$ cat src/rtl/mmio_mem_pkg.sv
// mmio_mem_pkg: shared types, defaults and channel-address helper for mmio_data_memory
package mmio_mem_pkg;
  typedef enum logic {ST_CLEAR, ST_RUN} state_t;
  localparam int DEFAULT_SIZE = 16;
  function automatic int chan_addr(input logic [1023:0] addrs, input int i, input int aw);
    return int'((addrs >> (i * aw)) & ((1024'(1) << aw) - 1024'(1)));
  endfunction
endpackage

$ cat src/rtl/mmio_mem_clear_fsm.sv
// mmio_mem_clear_fsm: post-reset sweep sequencer that zeroes every RAM entry once
module mmio_mem_clear_fsm
  import mmio_mem_pkg::*;
#(
  parameter int DEPTH = 64,
  parameter int AW = $clog2(DEPTH)
) (
  input  logic          clk,
  input  logic          rst,
  output logic          busy,
  output logic          clr_we,
  output logic [AW-1:0] clr_addr
);
  state_t state_q, state_d;
  logic [AW-1:0] ptr_q, ptr_d;
  // walk ptr through every entry, then hand over to RUN after the last one
  always_comb begin
    state_d = state_q;
    ptr_d = ptr_q;
    if (state_q == ST_CLEAR) begin
      ptr_d = ptr_q + AW'(1);
      if (ptr_q == AW'(DEPTH - 1)) begin
        state_d = ST_RUN;
        ptr_d = '0;
      end
    end
    busy = state_q == ST_CLEAR;
    clr_we = state_q == ST_CLEAR;
    clr_addr = ptr_q;
  end
  // state register; reset always restarts the sweep at entry 0
  always_ff @(posedge clk) begin
    if (rst) begin
      state_q <= ST_CLEAR;
      ptr_q <= '0;
    end else begin
      state_q <= state_d;
      ptr_q <= ptr_d;
    end
  end
endmodule

$ cat src/rtl/mmio_data_memory.sv
// mmio_data_memory: register-file RAM with memory-mapped input channels and pending flags (option: MMIO_DATA_MEMORY_SYNC_READ_EN)
module mmio_data_memory
  import mmio_mem_pkg::*;
#(
  parameter int SIZE = DEFAULT_SIZE,
  parameter int DEPTH = 64,
  parameter int NUM_INPUTS = 2,
  localparam int AW = $clog2(DEPTH),
  parameter logic [NUM_INPUTS*AW-1:0] INPUT_ADDRS = {6'd29, 6'd0}
) (
  input  logic                       clk,
  input  logic                       rst,
  input  logic [AW-1:0]              waddr,
  input  logic [SIZE-1:0]            write_data,
  input  logic                       write_en,
  input  logic [AW-1:0]              raddr,
  input  logic                       read_en,
  output logic [SIZE-1:0]            read_data,
  input  logic [NUM_INPUTS*SIZE-1:0] in_write_data,
  input  logic [NUM_INPUTS-1:0]      in_write_en,
  output logic [NUM_INPUTS*SIZE-1:0] in_read_data,
  output logic [NUM_INPUTS-1:0]      pending,
  output logic                       irq,
  output logic                       busy
);
  localparam logic [1023:0] ADDRS_EXT = 1024'(INPUT_ADDRS);
  logic [AW-1:0] ch_addr [NUM_INPUTS];
  logic [SIZE-1:0] mem_q [DEPTH];
  logic [SIZE-1:0] mem_d [DEPTH];
  logic [NUM_INPUTS-1:0] pending_q, pending_d, ch_acc;
  logic irq_q, irq_d, clr_we, run;
  logic [AW-1:0] clr_addr;
  mmio_mem_clear_fsm #(.DEPTH(DEPTH), .AW(AW)) u_fsm (
    .clk(clk), .rst(rst), .busy(busy), .clr_we(clr_we), .clr_addr(clr_addr)
  );
  assign run = !busy && !rst;
  for (genvar i = 0; i < NUM_INPUTS; i++) begin : g_ch
    assign ch_addr[i] = AW'(chan_addr(ADDRS_EXT, i, AW));
    assign in_read_data[i*SIZE +: SIZE] = run ? mem_q[ch_addr[i]] : '0;
  end
  // a channel write lands only if no regular write or lower-indexed channel claims its address
  always_comb begin
    for (int i = 0; i < NUM_INPUTS; i++) begin
      ch_acc[i] = run && in_write_en[i] && !(write_en && waddr == ch_addr[i]);
      for (int j = 0; j < i; j++)
        if (in_write_en[j] && ch_addr[j] == ch_addr[i]) ch_acc[i] = 1'b0;
    end
  end
  // next RAM image: sweep clear, then channel writes, regular write wins last
  always_comb begin
    mem_d = mem_q;
    if (clr_we) mem_d[clr_addr] = '0;
    for (int i = 0; i < NUM_INPUTS; i++)
      if (ch_acc[i]) mem_d[ch_addr[i]] = in_write_data[i*SIZE +: SIZE];
    if (run && write_en) mem_d[waddr] = write_data;
  end
  // pending: changed-data set beats regular-write or read clears
  always_comb begin
    for (int i = 0; i < NUM_INPUTS; i++)
      pending_d[i] = !run ? 1'b0
        : (ch_acc[i] && in_write_data[i*SIZE +: SIZE] != mem_q[ch_addr[i]]) ? 1'b1
        : ((write_en && waddr == ch_addr[i]) || (read_en && raddr == ch_addr[i])) ? 1'b0
        : pending_q[i];
    irq_d = |pending_d;
  end
  // RAM array plus flag registers
  always_ff @(posedge clk) begin
    mem_q <= mem_d;
    if (rst) begin
      pending_q <= '0;
      irq_q <= 1'b0;
    end else begin
      pending_q <= pending_d;
      irq_q <= irq_d;
    end
  end
  assign pending = pending_q;
  assign irq = irq_q;
`ifdef MMIO_DATA_MEMORY_SYNC_READ_EN
  logic [SIZE-1:0] rd_q, rd_d;
  // registered read samples the pre-write contents
  always_comb rd_d = run ? mem_q[raddr] : '0;
  // read data register, zero through reset and sweep
  always_ff @(posedge clk) rd_q <= rst ? '0 : rd_d;
  assign read_data = rd_q;
`else
  assign read_data = run ? mem_q[raddr] : '0;
`endif
endmodule

$ cat config.mk
export PLATFORM = sky130hd
export DESIGN_NAME = mmio_data_memory
export DESIGN_NICKNAME = d
export VERILOG_FILES = /design/src/rtl/mmio_mem_pkg.sv /design/src/rtl/mmio_mem_clear_fsm.sv /design/src/rtl/mmio_data_memory.sv
export SDC_FILE = /design/constraint.sdc
export NUM_CORES = 2
export LEC_CHECK = 0
export CORE_ASPECT_RATIO = 1.2
export CORE_UTILIZATION = 25
export CTS_BUF_LIST = sky130_fd_sc_hd__clkbuf_4
export DETAILED_ROUTE_END_ITERATION = 6
export SLEW_MARGIN = 0
export SYNTH_ARGS = -nofsm -noshare
export SYNTH_HDL_FRONTEND = slang
export SYNTH_SLANG_ARGS = --single-unit
export TNS_END_PERCENT = 50
$ cat constraint.sdc
create_clock -name clk -period 2.6 [get_ports clk]
set_input_delay 0.26 -clock clk [delete_from_list [all_inputs] [get_ports clk]]
set_output_delay 0.26 -clock clk [all_outputs]
set_load 0.05 [all_outputs]
==> results by group <==
Critical path
  – R2r setup slk: 130 ps
  – WP data arrival: 3260 ps
  – FF-to-FF End: mem_q[741]
  – Origin of the critical flop-to-flop path: u_fsm.state_q
  – Required @ worst endpoint: 2340 ps
  – CP Cell Sequence: mux4_2, o21ai_1, buf_4, nand4_1, a32o_2, buf_12
  – Critical Path End Type: primary output
  – Reg2Reg Depth: 7
  – Max incr delay on CP: 520 ps
  – CP Class: register to primary output
  – Crit-path max FO: 2
  – CP Launch Type: register
  – CP max-delay cell: mux4_2
  – Largest delay contributor family on the critical path: compound AO/OA/AOI/OAI gates
  – CP Buf/Inv Count: 2

Hold path
  – Hold_sp: write_data[4]
  – WHS Path Cells: 4
  – WHS Endpoint: mem_q[244]
  – Tightest Hold Check Type: input port to register

CTS
  – Clock latency on the worst-skew pair: 1200 ps
  – Root Driver: clkbuf_4
  – H-Tree Depth: 5
  – Clock edge transition at the registers on the reported setup and hold paths: 70 ps
  – Clock sink count: 1034
  – CTS tree: yes
  – Clock Path Buffers: 4
  – Inserted Clock Buffers: 295

Synth
  – Ys flop type: dfxtp_1
  – Syn_nets: 5400
  – Synthesized area: 45400 um^2
  – Yosys top cell area share: 45.6%
  – Top cells by area, synth: dfxtp_1, nand2_1, mux4_2
  – Register area share after synthesis: 45.6%
  – Distinct cells, synth: 75
  – Cells after Synth: 5333
  – Post-synth EDFFs: 0
  – Mapped Avg Cell Area: 8.51 um^2
  – #FFs+latches synth: 1034
  – Yosys top cell by area: dfxtp_1
  – Yosys warning count: 0
  – Asr flop ratio synth: 0%

Global routing
  – Gr usage total: 19.2%
  – Initial antenna violation count: 11
  – Vias in the first global route: 41.6k
  – GRT overflow: 0
  – Global-route wire length before repair: 267 mm
  – Largest net degree at the start of global routing: 65

Die
  – I/O pin cnt: 118
  – Die height: 469 um
  – Die ar.: 183000 um^2
  – # rows: 170
  – Die X: 391 um
  – Initial Util: 25.3%
  – Core Area: 180000 um^2

STA
  – Post-route setup slack: -916 ps
  – Clock Skews: 94.2 ps
  – Worst slew margin: 28.0%
  – Fin. Hold Viols: 0
  – Setup violations, final: 16
  – Part of the cycle the worst path needs: 135%
  – Least-Margin Pin Slew: 1080 ps
  – Fmax: 0.284 GHz
  – Hold WS: 118 ps
  – Post-layout min period: 3520 ps
  – Slew Viols, Final: 0
  – RSZ-0062 raised after global routing: yes

Layout
  – Commonest cells after routing, fill and taps aside: nand2_1, dfxtp_1, nand3_1, clkbuf_4, buf_4
  – Layout area overhead: 27.5%
  – Layout cell share with drive strength beyond 1: 23.5%
  – Most common cell after layout, fill and taps aside: nand2_1
  – NumNets Final: 5880
  – Final core occ: 32.2%
  – Final instance area: 57800 um^2

Route
  – Vias/cell: 5.09
  – # DRC: 0
  – DR vias: 42.8k
  – Number of routed nets with antenna violations: 0
  – Drt total wl: 181 mm
  – Iter 0 DRT Violations: 5287
  – Avg WL per Cell: 21.5 um
  – First-pass DRT Iterations: 6

Run status
  – Failing checks: negative setup slack
  – Outcome: complete, but fails checks

Pwr
  – Peak supply drop: 0.370 mV
  – Overall Power: 33.7 mW
  – Pint: 25.2 mW
  – Power share of the clock group: 45.0%
  – Reg power frac: 47.6%
  – Switching power: 8.55 mW
  – Static Leakage: 25.4 nW
  – Power per cell area: 583 nW/um^2
  – Sw frac: 25.4%
  – Logic pwr share: 7.4%

Place
  – Final GP Congestion: 0.936
  – Worst slack at placement: -442 ps
  – DP Wirelength: 119 mm
  – Area after DPL: 52800 um^2
  – Quantity of I/O buffers inserted on ports: 117

Job
  – Max-cap violations: 0
## kinds of logic (layout without fill, tap and decap cells)
logic type                 after synthesis  count (layout)  share of synthesized area, %
and+or+nand+nor                       2775            2775                          26.4
DFF                                   1034            1034                          45.6
AOI/OAI and AO/OA                      649             649                          9.60
buffers and inverters                  459            1126                          4.57
muxes                                  381             381                          13.1
xor gates and xnor gates                34              34                         0.656
adders and majority gates                1               1                        0.0276
other                                    0               7                             0
## sequential cells by signal (all words and copies together), names as in the netlist
register	cells
pending	2
irq	1
mem_q	1024
u_fsm.state_q	1
u_fsm.clr_addr	6
## layer usage
layer	up-vias	GRT usage, %	wire length, um	part of all wire (%)
met5	-	0	60	0.033
met4	10	9.06	7710	4.3
met3	438	4.86	18700	10
met2	2242	29.9	80900	45
met1	20800	24.8	73400	41
li1	19400	-	-	-
## final cells by class
type | count | area, um^2
diodes | 7 | 17.5
clock buffers | 425 | 3190
clock inverters | 59 | 442
fillers | 18700 | 122000
inverters | 6 | 22.5
multi-input cells | 3840 | 23300
flip-flops and latches | 1034 | 20700
well taps | 2408 | 3010
repair buffers | 636 | 7140
## how the worst max path moves through the flow
stage               startpoint             to  slack (ps)  cells after the start
floorplan             raddr[0]  read_data[15]        -250                      8
global placement      raddr[0]   read_data[9]        -480                      9
detailed placement    raddr[0]   read_data[9]        -440                      9
CTS                 mem_q[777]   read_data[9]        -960                      7
global route        mem_q[775]   read_data[7]       -1020                      6
finish              mem_q[647]   read_data[7]        -920                      6
## stage by stage
| stage | instances | TNS (ps) |
|---|---|---|
| after floorplan | 5333 | -246 |
| after global placement | 7866 | -47780 |
| after detailed placement | 7866 | -52640 |
| after CTS | 8407 | -14630 |
| after global routing | 8415 | -14220 |
| final | 8415 | -11230 |
## what timing repair did
item,CTS,global route
hold buffers,53,0
pin swaps,52,9
endpoints found under the hold margin,1033,0
gates resized for setup,172,40
gates cloned,4,1
endpoints found under the setup margin,53,47
buffers inserted,5,2
## tightest hold or removal path: cells and delay by family
| family | cells | cell delay, ps |
|---|---|---|
| buf+inv | 2 | 780 |
| simple gates | 2 | 150 |
## power groups by stage
stage / logic, mW / clock network, mW / registers [mW]
finish: 2.51 / 15.2 / 16.0
floorplan: 1.18 / 0 / 16.4
detailed placement: 2.31 / 0 / 16.4
global route: 2.58 / 16.3 / 16.0
CTS: 2.45 / 15.4 / 16.0
global placement: 2.30 / 0 / 16.4
## cell usage after synthesis (19+ instances only)
master / count
a31oi_1: 19
a22oi_1: 44
buf_4: 27
a21oi_1: 35
nand2_1: 1880
nor2_4: 20
buf_2: 149
dfxtp_1: 1034
mux2_2: 36
xnor2_1: 33
and2_1: 41
mux2i_1: 178
o21ai_0: 238
buf_1: 22
o21ai_1: 39
nor2_1: 61
a22o_1: 157
clkbuf_1: 245
nand3_1: 654
mux4_2: 167
o22ai_1: 23
Note: power is estimated with default switching activity, not from simulation.
